`src/rtl/spi_pkg.sv`:
```
// Shared types and constants for the oversampling SPI slave.
package spi_pkg;

    typedef enum logic [0:0] {IDLE, ACTIVE} spi_state_t;

    localparam int unsigned SYNC_STAGES = 2;
    localparam int unsigned DATA_W_MAX  = 32;

endpackage

```
`src/rtl/spi_in_sync.sv`:
```
// Multi-stage input synchroniser with single-cycle rise/fall pulses on the synchronised value.
module spi_in_sync
    import spi_pkg::*;
#(
    parameter logic RESET_VAL = 1'b0
) (
    input  logic clk,
    input  logic reset_n,
    input  logic d_i,
    output logic sync_o,
    output logic rise_o,
    output logic fall_o
);

    logic [SYNC_STAGES-1:0] sync_q, sync_d;
    logic                   prev_q, prev_d;

    always_comb begin
        sync_d = {sync_q[SYNC_STAGES-2:0], d_i};
        prev_d = sync_q[SYNC_STAGES-1];
    end

    always_ff @(posedge clk or negedge reset_n) begin
        if (!reset_n) begin
            sync_q <= {SYNC_STAGES{RESET_VAL}};
            prev_q <= RESET_VAL;
        end else begin
            sync_q <= sync_d;
            prev_q <= prev_d;
        end
    end

    assign sync_o = sync_q[SYNC_STAGES-1];
    assign rise_o = sync_o & ~prev_q;
    assign fall_o = ~sync_o & prev_q;

endmodule

```
`src/rtl/spi_slave_sync.sv`:
```
// SPI slave oversampled in the clk domain: all CPOL/CPHA modes, bursts, buffered RX/TX.
module spi_slave_sync
    import spi_pkg::*;
#(
    parameter int unsigned DATA_W    = 16,
    parameter bit          LSB_FIRST = 1'b0
) (
    input  logic              clk,
    input  logic              reset_n,
    input  logic              cpol,
    input  logic              cpha,
    input  logic              sclk,
    input  logic              ss_n,
    input  logic              mosi,
    output logic              miso_o,
    output logic              miso_oe,
    input  logic [DATA_W-1:0] tx_data,
    input  logic              tx_valid,
    output logic              tx_ready,
    output logic [DATA_W-1:0] rx_data,
    output logic              rx_valid,
    input  logic              rx_ready,
    output logic              busy,
    output logic              overrun,
    output logic              underrun,
    input  logic              status_clr
);

    localparam int unsigned CNT_W = $clog2(DATA_W_MAX);
    typedef logic [CNT_W-1:0] cnt_t;
    localparam cnt_t LAST_BIT = cnt_t'(DATA_W - 1);

    logic sclk_s, sclk_rise, sclk_fall;
    logic ss_s, ss_rise, ss_fall;
    logic mosi_s, mosi_rise, mosi_fall;
    logic unused_edges;

    // ss_n resets low so a frame can only start after the pin has been seen high.
    spi_in_sync #(.RESET_VAL(1'b0)) u_sclk_sync (
        .clk    (clk),
        .reset_n(reset_n),
        .d_i    (sclk),
        .sync_o (sclk_s),
        .rise_o (sclk_rise),
        .fall_o (sclk_fall)
    );

    spi_in_sync #(.RESET_VAL(1'b0)) u_ss_sync (
        .clk    (clk),
        .reset_n(reset_n),
        .d_i    (ss_n),
        .sync_o (ss_s),
        .rise_o (ss_rise),
        .fall_o (ss_fall)
    );

    spi_in_sync #(.RESET_VAL(1'b0)) u_mosi_sync (
        .clk    (clk),
        .reset_n(reset_n),
        .d_i    (mosi),
        .sync_o (mosi_s),
        .rise_o (mosi_rise),
        .fall_o (mosi_fall)
    );

    assign unused_edges = ^{sclk_s, mosi_rise, mosi_fall};

    spi_state_t        state_q, state_d;
    logic              cpol_q, cpol_d, cpha_q, cpha_d;
    cnt_t              bit_cnt_q, bit_cnt_d;
    logic [DATA_W-1:0] rx_shreg_q, rx_shreg_d, tx_shreg_q, tx_shreg_d;
    logic [DATA_W-1:0] rx_data_q, rx_data_d, tx_hold_q, tx_hold_d;
    logic              rx_full_q, rx_full_d, tx_full_q, tx_full_d;
    logic              skip_q, skip_d;
    logic              overrun_q, overrun_d, underrun_q, underrun_d;

    logic              lead, trail, sample_edge, shift_edge, word_done, tx_load;
    logic [DATA_W-1:0] rx_word, tx_shifted;

    assign lead        = cpol_q ? sclk_fall : sclk_rise;
    assign trail       = cpol_q ? sclk_rise : sclk_fall;
    assign sample_edge = (state_q == ACTIVE) && (cpha_q ? trail : lead);
    assign shift_edge  = (state_q == ACTIVE) && (cpha_q ? lead : trail);
    assign word_done   = sample_edge && (bit_cnt_q == LAST_BIT);
    assign rx_word     = LSB_FIRST ? {mosi_s, rx_shreg_q[DATA_W-1:1]}
                                   : {rx_shreg_q[DATA_W-2:0], mosi_s};
    assign tx_shifted  = LSB_FIRST ? (tx_shreg_q >> 1) : (tx_shreg_q << 1);

    always_comb begin
        state_d    = state_q;
        cpol_d     = cpol_q;
        cpha_d     = cpha_q;
        bit_cnt_d  = bit_cnt_q;
        rx_shreg_d = rx_shreg_q;
        tx_shreg_d = tx_shreg_q;
        rx_data_d  = rx_data_q;
        tx_hold_d  = tx_hold_q;
        rx_full_d  = rx_full_q;
        tx_full_d  = tx_full_q;
        skip_d     = skip_q;
        overrun_d  = overrun_q;
        underrun_d = underrun_q;
        tx_load    = 1'b0;

        if (rx_full_q && rx_ready) begin
            rx_full_d = 1'b0;
        end
        if (tx_valid && !tx_full_q) begin
            tx_hold_d = tx_data;
            tx_full_d = 1'b1;
        end
        if (status_clr) begin
            overrun_d  = 1'b0;
            underrun_d = 1'b0;
        end

        unique case (state_q)
            IDLE: begin
                if (ss_fall) begin
                    state_d    = ACTIVE;
                    cpol_d     = cpol;
                    cpha_d     = cpha;
                    bit_cnt_d  = '0;
                    rx_shreg_d = '0;
                    skip_d     = 1'b0;
                    tx_load    = !cpha;
                end
            end
            ACTIVE: begin
                if (ss_rise) begin
                    state_d   = IDLE;
                    bit_cnt_d = '0;
                    skip_d    = 1'b0;
                    if (bit_cnt_q != '0) begin
                        rx_shreg_d = '0;
                        tx_shreg_d = '0;
                    end
                end else begin
                    if (sample_edge) begin
                        rx_shreg_d = rx_word;
                        bit_cnt_d  = word_done ? '0 : bit_cnt_q + cnt_t'(1);
                        if (word_done) begin
                            if (!rx_full_q || rx_ready) begin
                                rx_data_d = rx_word;
                                rx_full_d = 1'b1;
                            end else begin
                                overrun_d = 1'b1;
                            end
                        end
                    end
                    // The first leading edge of a CPHA=1 word loads instead of shifting.
                    if (shift_edge) begin
                        if (skip_q) begin
                            skip_d = 1'b0;
                        end else if (!(cpha_q && bit_cnt_q == '0)) begin
                            tx_shreg_d = tx_shifted;
                        end
                    end
                    if (!cpha_q && word_done) begin
                        tx_load = 1'b1;
                        skip_d  = 1'b1;
                    end
                    if (cpha_q && lead && bit_cnt_q == '0) begin
                        tx_load = 1'b1;
                    end
                end
            end
            default: state_d = IDLE;
        endcase

        if (tx_load) begin
            if (tx_full_q) begin
                tx_shreg_d = tx_hold_q;
                tx_full_d  = 1'b0;
            end else begin
                tx_shreg_d = '0;
                underrun_d = 1'b1;
            end
        end
    end

    always_ff @(posedge clk or negedge reset_n) begin
        if (!reset_n) begin
            state_q    <= IDLE;
            cpol_q     <= 1'b0;
            cpha_q     <= 1'b0;
            bit_cnt_q  <= '0;
            rx_shreg_q <= '0;
            tx_shreg_q <= '0;
            rx_data_q  <= '0;
            tx_hold_q  <= '0;
            rx_full_q  <= 1'b0;
            tx_full_q  <= 1'b0;
            skip_q     <= 1'b0;
            overrun_q  <= 1'b0;
            underrun_q <= 1'b0;
        end else begin
            state_q    <= state_d;
            cpol_q     <= cpol_d;
            cpha_q     <= cpha_d;
            bit_cnt_q  <= bit_cnt_d;
            rx_shreg_q <= rx_shreg_d;
            tx_shreg_q <= tx_shreg_d;
            rx_data_q  <= rx_data_d;
            tx_hold_q  <= tx_hold_d;
            rx_full_q  <= rx_full_d;
            tx_full_q  <= tx_full_d;
            skip_q     <= skip_d;
            overrun_q  <= overrun_d;
            underrun_q <= underrun_d;
        end
    end

    // busy tracks the synchronised ss_n, but only for frames that were properly started.
    assign busy     = ((state_q == ACTIVE) && !ss_s) || ss_fall;
    assign miso_oe  = busy;
    assign miso_o   = busy && (LSB_FIRST ? tx_shreg_q[0] : tx_shreg_q[DATA_W-1]);
    assign tx_ready = !tx_full_q;
    assign rx_valid = rx_full_q;
    assign rx_data  = rx_data_q;
    assign overrun  = overrun_q;
    assign underrun = underrun_q;

endmodule

```
`config.mk`:
```
export PLATFORM = sky130hd
export DESIGN_NAME = spi_slave_sync
export DESIGN_NICKNAME = d
export VERILOG_FILES = /design/src/rtl/spi_pkg.sv /design/src/rtl/spi_in_sync.sv /design/src/rtl/spi_slave_sync.sv
export SDC_FILE = /design/constraint.sdc
export NUM_CORES = 1
export LEC_CHECK = 0
export ABC_AREA = 1
export CAP_MARGIN = 20
export CORE_ASPECT_RATIO = 0.8
export CORE_MARGIN = 1.5
export CORE_UTILIZATION = 55
export DETAILED_ROUTE_END_ITERATION = 8
export HOLD_SLACK_MARGIN = 0.15
export PLACE_DENSITY = 0.79
export RECOVER_POWER = 25
export SLEW_MARGIN = 5
export SYNTH_ARGS = -nofsm -noshare
export SYNTH_HDL_FRONTEND = slang
export SYNTH_SLANG_ARGS = --single-unit
export TNS_END_PERCENT = 100
```
`constraint.sdc`:
```
create_clock -name clk -period 2.1 [get_ports clk]
set_input_delay 0.42 -clock clk [delete_from_list [all_inputs] [get_ports clk]]
set_output_delay 0.42 -clock clk [all_outputs]
set_load 0.02 [all_outputs]
```
After elaboration in Yosys (flattened, before gate mapping)
Cells that the tools add are included.
{"block": "totals", "ff_bits": 84, "input_bits": 26, "out_inout_bits": 23, "word_cells": 117}
{"block": "op_classes", "add_sub_neg": 1, "n_eq_ne": 8, "muxes": 52, "n_bitwise": 10, "n_reduce_logical": 28}
{"operator": "2-to-1 mux 16 bit", "n": 8}
{"operator": "2-to-1 mux 15 bit", "n": 3}
{"operator": "2-to-1 mux 1 bit", "n": 32}
{"operator": "one-hot mux 15 bit (2 select lines)", "n": 1}
{"operator": "2-to-1 mux 5 bit", "n": 4}
{"operator": "logical AND 1 bit", "n": 11}
{"operator": "one-hot mux 5 bit (2 select lines)", "n": 1}
{"operator": "AND reduction 5 bit", "n": 2}
{"operator": "!= test 3 x 2 -> 1 bit (second input constant)", "n": 3}
{"operator": "NOT 1 bit", "n": 6}
{"operator": "one-hot mux 1 bit (2 select lines)", "n": 3}
{"operator": "AND reduction 2 bit", "n": 3}
{"operator": "adder 5 x 1 -> 5 bit (second input constant)", "n": 1}
{"operator": "equality test 5 x 4 -> 1 bit (second input constant)", "n": 1}
{"operator": "logical NOT 1 bit", "n": 5}
{"operator": "logical NOT 5 bit", "n": 1}
{"operator": "nonzero test 5 bit", "n": 1}
{"operator": "AND 1 bit", "n": 4}
{"operator": "!= test 4 x 2 -> 1 bit (second input constant)", "n": 1}
{"operator": "!= test 3 x 1 -> 1 bit (second input constant)", "n": 1}
{"operator": "!= test 3 bit (second input constant)", "n": 1}
{"operator": "AND reduction 3 bit", "n": 1}
{"operator": "nonzero test 3 bit", "n": 1}
{"operator": "logical OR 1 bit", "n": 2}
{"operator": "2 further kinds", "n": 2}

Longest topological paths before layout
Gate-level depths: netlist of the first run.
{"block": "logic_depth", "depth_word": 13, "ltp_mapped": 12, "mapped_depth_nobuf": 11}

Modules after synthesis
From an unflattened synthesis of the first run, not the netlist that was laid out.
{"block": "unflattened", "hier_cells": 440, "area_unflattened_um2": 3917.5}
{"module": "spi_slave_sync", "instances": 1, "cells_per_inst": 419, "area_each_um2": 3647.2, "seq_area_each_um2": 1901.8}
{"module": "spi_in_sync", "instances": 3, "cells_per_inst": 7, "area_each_um2": 90.1, "seq_area_each_um2": 75.1}

Worst setup path before layout of the first run
No wires, ideal clock.
{"block": "synth_path", "path_type": "register to output", "from": "reg state_q", "to": "out miso_o", "t_arrival_ns": 1.334, "required_ns": 1.680, "slack_ns": 0.346, "stages_incl_launch_ff": 4, "path_buffers": 0, "cell_sequence": "dfrtp_1 > inv_2 > o21ai_0 > and2_1"}
{"block": "synth_via", "elab_chain_cells": 3}
{"element": "start, declared", "line_no": "spi_slave_sync.sv:68", "text": "spi_state_t state_q, state_d;"}
{"element": "start signal, assigned", "line_no": "spi_slave_sync.sv:198", "text": "state_q <= state_d;"}
{"element": "logical AND 1 bit", "line_no": "spi_slave_sync.sv:215", "text": "assign busy = ((state_q == ACTIVE) && !ss_s) || ss_fall;"}
{"element": "logical OR 1 bit", "line_no": "spi_slave_sync.sv:215"}
{"element": "via busy", "line_no": "spi_slave_sync.sv:23", "text": "output logic busy,"}
{"element": "logical AND 1 bit", "line_no": "spi_slave_sync.sv:217", "text": "assign miso_o = busy && (LSB_FIRST ? tx_shreg_q[0] : tx_shreg_q[DATA_W-1]);"}
{"element": "end, declared", "line_no": "spi_slave_sync.sv:15", "text": "output logic miso_o,"}
The timed path passes the listed nets, and every way through them passes these cells.

Final worst setup path of the first run
{"block": "layout_path", "from": "reg u_ss_sync.sync_q[1]", "to": "out miso_o"}
{"block": "layout_via", "elab_chain_cells": 4, "word_cells_on_any_way": 6, "classes_between": "bitwise (2); reduce/logical (4)"}
{"element": "start, declared", "line_no": "spi_in_sync.sv:15", "text": "logic [SYNC_STAGES-1:0] sync_q, sync_d;"}
{"element": "start signal, assigned", "line_no": "spi_in_sync.sv:25", "text": "sync_q <= {SYNC_STAGES{RESET_VAL}};"}
{"element": "start signal, assigned", "line_no": "spi_in_sync.sv:28", "text": "sync_q <= sync_d;"}
{"element": "NOT 1 bit / logical NOT 1 bit (equally long branches)", "line_no": "spi_in_sync.sv:35, spi_slave_sync.sv:215"}
{"element": "AND 1 bit / logical AND 1 bit (equally long branches)", "line_no": "spi_in_sync.sv:35, spi_slave_sync.sv:215"}
{"element": "logical OR 1 bit (*)", "line_no": "spi_slave_sync.sv:215"}
{"element": "logical AND 1 bit (*)", "line_no": "spi_slave_sync.sv:217"}
Mark *: on every way between the ends. The rest lies on a longest branch, timed or not.

==> summary.md, run 1 <==
| Metric | Value |
|---|---|
| Outcome | `complete, no violations` |
| TritonCTS Sinks | `84` |
| Core ar. | `6820 sq um` |
| Yosys cell types | `31` |
| Pins Over Slew Limit | `0` |
| Sequential share of the synthesized area | `0.547` |
| Max Root-Sink Buffers | `2` |
| Synth-to-Final Area Change | `20.0%` |
| Synth top area share | `0.547` |
| Via Count | `2922` |
| Hold WS | `354 ps` |
| Area leader, netlist | `dfrtp_1` |
| RSZ-0062 raised after global routing | `no` |
| Setup_tns | `0 ps` |
| Switching Share | `0.315` |
| Die height | `77.7 microns` |
| Net Switching | `0.00144 W` |
| First-pass iteration count of the detailed router | `4` |
| Clk Latency, worst-skew pair | `350 ps` |
| Clock power share | `0.263` |
| Clk root buf | `clkbuf_8` |
| Worst R2R Path Depth | `10` |
| Most frequent cell after synthesis | `nand2_1` |
| Worst slew pin tran | `758 ps` |
| Vias in the first global route | `2908` |
| Max cap viols | `0` |
| Fraction of layout cells with a size suffix above 1 | `0.152` |
| TritonCTS clock tree | `built` |
| Setup Buffers After CTS | `0` |
| Largest net degree at the start of global routing | `38` |
| Clock skew | `14.8 ps` |
| Number of remaining DRC errors | `0` |
| Cell Area, Synth | `3840 sq um` |
| Fillers | `566` |
| P_leak | `2.29 nW` |
| Final setup vio count | `0` |
| # H-tree levels | `3` |
| Final wirelength | `7560 microns` |
| DP HPWL | `5330 microns` |
| Power Dens Cells | `996 nW/um^2` |
| Boundary Pins | `49` |
| Gr ovfl total | `0` |
| FMAX | `514 MHz` |
| Final ANT Viol Nets | `0` |
| Final Cycle Share | `0.927` |
| Ant diodes | `0` |
| Crit end category | `output pin` |
| I/O Buffers | `48` |
| DR iter-0 viols | `206` |
| Nets | `505` |
| FFs w/ async S/R, synth | `1.00` |
| Synth cell count leaders | `nand2_1, dfrtp_1, inv_1` |
| Hold WC Path Type | `reg -> reg` |
| Hold depth | `0` |
| CP max FO | `3` |
| Syn avg cell area | `9.08 sq um` |
| Internal power | `0.00315 W` |
| Prevailing post-synth register cell | `dfrtp_1` |
| CTS clk-pin slew, worst paths | `90 ps` |
| Die footprint | `7500 sq um` |
| DR vias/cell | `5.14` |
| Tot GR Track Use | `0.232` |
| DP Worst Slack | `204 ps` |
| RD Place Congestion | `0.858` |
| WL/cell | `13.3 microns` |
| Critical Path RT | `1680 ps` |
| CP Class | `reg -> out` |
| Data arrival time at the worst-slack endpoint | `1530 ps` |
| Final hold vios | `0` |
| Num CTS Buffers | `9` |
| Syn_nets | `452` |
| Min Tclk post-route | `1950 ps` |
| Part of the power in registers | `0.478` |
| Comb power frac | `0.259` |
| Initial Util | `0.563` |
| First-pass GRT wire length | `13400 microns` |
| Number of antenna violations at the first check in global routing | `0` |
| Seq cells post-synth | `84` |
| Post-synth EDFFs | `0` |
| CP startpoint kind | `flop` |
| IR drop worst, VDD | `0.480 mV` |
| Post-Syn Instances | `423` |
| Final worst slack | `153 ps` |
| Core Rows | `27` |
| Yosys warns | `0` |
| Die width | `96.4 microns` |
| Relative slew slack | `0.495` |
| Main area contributors after synthesis | `dfrtp_1, nand2_1, inv_1` |
[through the flow]
stage	util	area (sq um)	cells	power, W
floorplan	-	3840	423	0.00309
global placement	0.645	4400	551	0.00336
detailed placement	0.645	4400	551	0.00343
CTS	0.677	4620	568	0.00463
global route	0.675	4610	568	0.00491
finish	0.675	4610	568	0.00459
[cell type report]
| cell class | count | area, sq um | share of cell area |
|---|---|---|---|
| flip-flops and latches | 84 | 2100 | 0.456 |
| multi-input cells | 268 | 1420 | 0.308 |
| repair buffers | 59 | 557 | 0.121 |
| inverters | 54 | 208 | 0.0451 |
| clock buffers | 13 | 169 | 0.0367 |
| well taps | 87 | 109 | 0.0236 |
| clock inverters | 3 | 43.8 | 0.00950 |
[layout by cell type, fill, tap and decap left out]
cell,count
nand4_2,2
nand2_2,11
o21ai_2,6
o21ai_4,1
o22ai_1,1
clkbuf_8,12
clkinv_1,1
clkbuf_1,1
inv_6,1
inv_1,49
clkinv_4,1
clkdlybuf4s50_1,41
clkinv_2,1
mux2_2,16
ha_1,3
o21ai_1,12
nor3_1,1
nand2_1,124
inv_2,3
dlygate4sd3_1,4
nand2_4,1
bufinv_16,1
and2_1,1
nor2_2,1
clkbuf_4,1
nand4_1,16
a21oi_1,4
nand3_4,1
buf_4,9
o21ai_0,21
dlygate4sd2_1,3
dfrtp_1,84
nand3_1,27
nor2_1,15
nor2_4,4
clkbuf_2,1
[flip-flops by register name (all words and copies together), names as in the netlist, 2 cells and up]
name                flops
tx_hold_q              16
tx_shreg_q             16
u_mosi_sync.sync_q      2
rx_shreg_q             15
u_sclk_sync.sync_q      2
rx_data                16
bit_cnt_q               5
u_ss_sync.sync_q        2
[worst max-delay path: stages, from the launching register on]
cell           delay (ps)
dfrtp_1               410
inv_2                 100
nand2_1                80
o21ai_0               110
and2_1                150
dlygate4sd2_1         320
[repair_timing]
item,4_1_cts,5_1_grt
hold buffers,1,0
gates resized for setup,3,0
setup endpoints to repair,3,0
endpoints found under the hold margin,30,0
[logic make-up (layout without fill, tap and decap cells)]
| kind of cell | after synthesis | after routing | share of synthesized area |
|---|---|---|---|
| compound gates | 45 | 45 | 0.0678 |
| fa+ha+maj | 3 | 3 | 0.00978 |
| buf+inv | 71 | 129 | 0.0828 |
| flops | 84 | 84 | 0.547 |
| mux | 16 | 16 | 0.0469 |
| simple gates | 204 | 204 | 0.245 |
[final timing paths]
| kind | from | endpoint | slack, ps |
|---|---|---|---|
| hold reg to reg | u_mosi_sync.sync_q[0]$_DFF_PN0_ | u_mosi_sync.sync_q[1]$_DFF_PN0_ | 350 |
| min in group asynchronous | reset_n | tx_hold_q[7]$_DFFE_PN0P_ | 660 |
| setup reg to reg | bit_cnt_q[1]$_DFFE_PN0P_ | rx_data[5]$_DFFE_PN0P_ | 200 |
| max in group asynchronous | reset_n | rx_data[11]$_DFFE_PN0P_ | 390 |
| setup / recovery | u_ss_sync.sync_q[1]$_DFF_PN0_ | miso_o | 150 |
| hold / removal | u_mosi_sync.sync_q[0]$_DFF_PN0_ | u_mosi_sync.sync_q[1]$_DFF_PN0_ | 350 |
[per-layer routing]
layer  wire [microns]  global-route usage  vias up
li1                 -                   -     1446
met1             3610               0.324     1417
met2             3550               0.343       53
met3              334              0.0627        6
met4               61              0.0957        0
met5                0                   0        -
[power groups by stage]
stage | clock network (W) | registers (W) | logic, W
after floorplan | 0 | 0.00215 | 0.000938
after global placement | 0 | 0.00220 | 0.00117
after detailed placement | 0 | 0.00222 | 0.00121
after CTS | 0.00123 | 0.00219 | 0.00121
after global routing | 0.00130 | 0.00224 | 0.00137
final | 0.00121 | 0.00220 | 0.00119
(Power assumes the default switching activity.)
==> run 2, diff against run 1 <==
--- a/config.mk
+++ b/config.mk
@@ -13,7 +13,6 @@
 export DETAILED_ROUTE_END_ITERATION = 8
 export HOLD_SLACK_MARGIN = 0.15
 export PLACE_DENSITY = 0.79
-export RECOVER_POWER = 25
 export SLEW_MARGIN = 5
 export SYNTH_ARGS = -nofsm -noshare
 export SYNTH_HDL_FRONTEND = slang
==> run 2 against run 1 <==
Die area is the same. Non-clock buffer count is the same. Via count grew 0.21%. Largest cell class unchanged.
==> summary.md, run 2 (same netlist as run 1, synthesis figures left out) <==
| Metric | Value |
|---|---|
| Outcome | `complete, no violations (unchanged)` |
| Clk Latency, worst-skew pair | `360 ps (was 350 ps)` |
| Final hold vios | `0 (unchanged)` |
| Die footprint | `7500 sq um (unchanged)` |
| Tot GR Track Use | `0.232 (unchanged)` |
| Core Rows | `27 (unchanged)` |
| Final ANT Viol Nets | `0 (unchanged)` |
| P_leak | `2.29 nW (about the same)` |
| Data arrival time at the worst-slack endpoint | `1530 ps (about the same)` |
| Min Tclk post-route | `1950 ps (about the same)` |
| Fillers | `563 (was 566)` |
| Setup Buffers After CTS | `0 (unchanged)` |
| Critical path's largest stage delay | `410 ps (about the same)` |
| Number of antenna violations at the first check in global routing | `0 (unchanged)` |
| Hold Path Origin | `u_mosi_sync.sync_q[0]$_DFF_PN0_ (unchanged)` |
| WL/cell | `13.4 microns (was 13.3 microns)` |
| R2r endpoint | `rx_data[5]$_DFFE_PN0P_ (unchanged)` |
| Most frequent cells in the layout | `nand2_1, dfrtp_1, inv_1 (unchanged)` |
| Clk root buf | `clkbuf_8 (unchanged)` |
| Die height | `77.7 microns (unchanged)` |
| Post-layout instance area | `4620 sq um (was 4610 sq um)` |
| Ant diodes | `0 (unchanged)` |
| Worst slew pin tran | `405 ps (was 758 ps)` |
| CP startpoint kind | `flop (unchanged)` |
| Largest net degree at the start of global routing | `38 (unchanged)` |
| Critical path, cell by cell | `inv_2 -> nand2_1 -> o21ai_0 -> and2_1 -> dlygate4sd2_1 (unchanged)` |
| Commonest non-fill, non-tap cell in the layout | `nand2_1 (unchanged)` |
| Setup_tns | `0 ps (unchanged)` |
| Crit end category | `output pin (unchanged)` |
| Worst R2R Path Depth | `10 (unchanged)` |
| RSZ-0062 raised after global routing | `no (unchanged)` |
| Slowest-stage cell, CP | `dfrtp_1 (unchanged)` |
| Gr ovfl total | `0 (unchanged)` |
| Hold WC Path Type | `reg -> reg (unchanged)` |
| FMAX | `512 MHz (was 514 MHz)` |
| Clock skew | `16.4 ps (was 14.8 ps)` |
| TritonCTS Sinks | `84 (unchanged)` |
| I/O Buffers | `48 (unchanged)` |
| Max cap viols | `0 (unchanged)` |
| Final setup vio count | `0 (unchanged)` |
| Synth-to-Final Area Change | `20.4% (was 20.0%)` |
| Critical Path RT | `1680 ps (about the same)` |
| Fraction of layout cells with a size suffix above 1 | `0.152 (unchanged)` |
| Hold WS | `354 ps (about the same)` |
| CP Class | `reg -> out (unchanged)` |
| Num CTS Buffers | `9 (unchanged)` |
| Crit Reg-Reg Startpoint | `bit_cnt_q[1]$_DFFE_PN0P_ (unchanged)` |
| Final Util | `0.677 (was 0.675)` |
| Initial Util | `0.563 (unchanged)` |
| Final wirelength | `7590 microns (was 7560 microns)` |
| Number of remaining DRC errors | `0 (unchanged)` |
| Pins Over Slew Limit | `0 (unchanged)` |
| Final Cycle Share | `0.930 (was 0.927)` |
| DR vias/cell | `5.15 (was 5.14)` |
| Vias in the first global route | `2908 (unchanged)` |
| IR drop worst, VDD | `0.480 mV (about the same)` |
| First-pass iteration count of the detailed router | `4 (unchanged)` |
| Die width | `96.4 microns (unchanged)` |
| RD Place Congestion | `0.858 (unchanged)` |
| Boundary Pins | `49 (unchanged)` |
| Placed instance area | `4400 sq um (unchanged)` |
| # H-tree levels | `3 (unchanged)` |
| Hold Path End | `u_mosi_sync.sync_q[1]$_DFF_PN0_ (unchanged)` |
| CP bufs+invs | `2 (unchanged)` |
| CP top delay family | `buffers and inverters (unchanged)` |
| Max Root-Sink Buffers | `2 (unchanged)` |
| DP HPWL | `5330 microns (unchanged)` |
| Nets | `505 (unchanged)` |
| Power Dens Cells | `996 nW/um^2 (about the same)` |
| First-pass GRT wire length | `13400 microns (unchanged)` |
| Via Count | `2928 (was 2922)` |
| CP max FO | `3 (unchanged)` |
| DR iter-0 viols | `208 (was 206)` |
| CTS clk-pin slew, worst paths | `90 ps (about the same)` |
| FF-to-FF setup slack | `200 ps (about the same)` |
| Relative slew slack | `0.730 (was 0.495)` |
| TritonCTS clock tree | `built (unchanged)` |
| Core ar. | `6820 sq um (unchanged)` |
| Hold depth | `0 (unchanged)` |
==> run 2: how the worst max path moves through the flow <==
stage,start,endpoint,slack (ps),depth (start not counted)
after floorplan,state_q$_DFF_PN0_,miso_o,350,3
after global placement,cpha,tx_shreg_q[1]$_DFFE_PN0P_,250,8
after detailed placement,bit_cnt_q[1]$_DFFE_PN0P_,rx_data[5]$_DFFE_PN0P_,200,10
after CTS,u_ss_sync.sync_q[1]$_DFF_PN0_,miso_o,120,5
after global routing,bit_cnt_q[1]$_DFFE_PN0P_,rx_data[5]$_DFFE_PN0P_,20,10
final,u_ss_sync.sync_q[1]$_DFF_PN0_,miso_o,150,5
==> run 2: power by group <==
group          internal (W)  switching (W)  total [W]
clock              0.000648       0.000566    0.00121
combinational      0.000523       0.000672    0.00119
sequential          0.00198       0.000214    0.00219
total               0.00315        0.00145    0.00460
==> run 2: layout make-up <==
| type | count | area [sq um] | area share |
|---|---|---|---|
| Clock inverter | 3 | 43.8 | 0.00947 |
| Inverter | 54 | 208 | 0.0449 |
| Tap cell | 87 | 109 | 0.0235 |
| Timing Repair Buffer | 59 | 572 | 0.124 |
| Multi-Input combinational cell | 268 | 1420 | 0.307 |
| Clock buffer | 13 | 169 | 0.0365 |
| Sequential cell | 84 | 2100 | 0.455 |
==> run 2: timing repair <==
item / 4_1_cts / 5_1_grt
hold endpoints to repair: 30 / 0
resized for setup: 3 / 0
hold buffers: 1 / 0
endpoints found under the setup margin: 3 / 0
==> run 2: per-stage QoR <==
step,total power [W],cells,worst slack (ps)
final,0.00460,568,148
after global routing,0.00491,568,21.1
after CTS,0.00463,568,125
after detailed placement,0.00343,551,204
after global placement,0.00336,551,252
after floorplan,0.00309,423,346
==> run 2: metal layers <==
layer / GRT usage / routed length [microns]
met4: 0.0957 / 117
met2: 0.343 / 3530
met3: 0.0627 / 302
met1: 0.324 / 3630
met5: 0 / 0
==> run 2: worst reg2reg max path, cell delays in order, from the launching register on <==
cell and delay (ps):
dfrtp_1 380, ha_1 180, nand2_1 70, nor2_1 100, ha_1 270, nand2_1 90
nor2_2 180, nand2_1 80, buf_4 240, nand2_1 140, o21ai_2 60
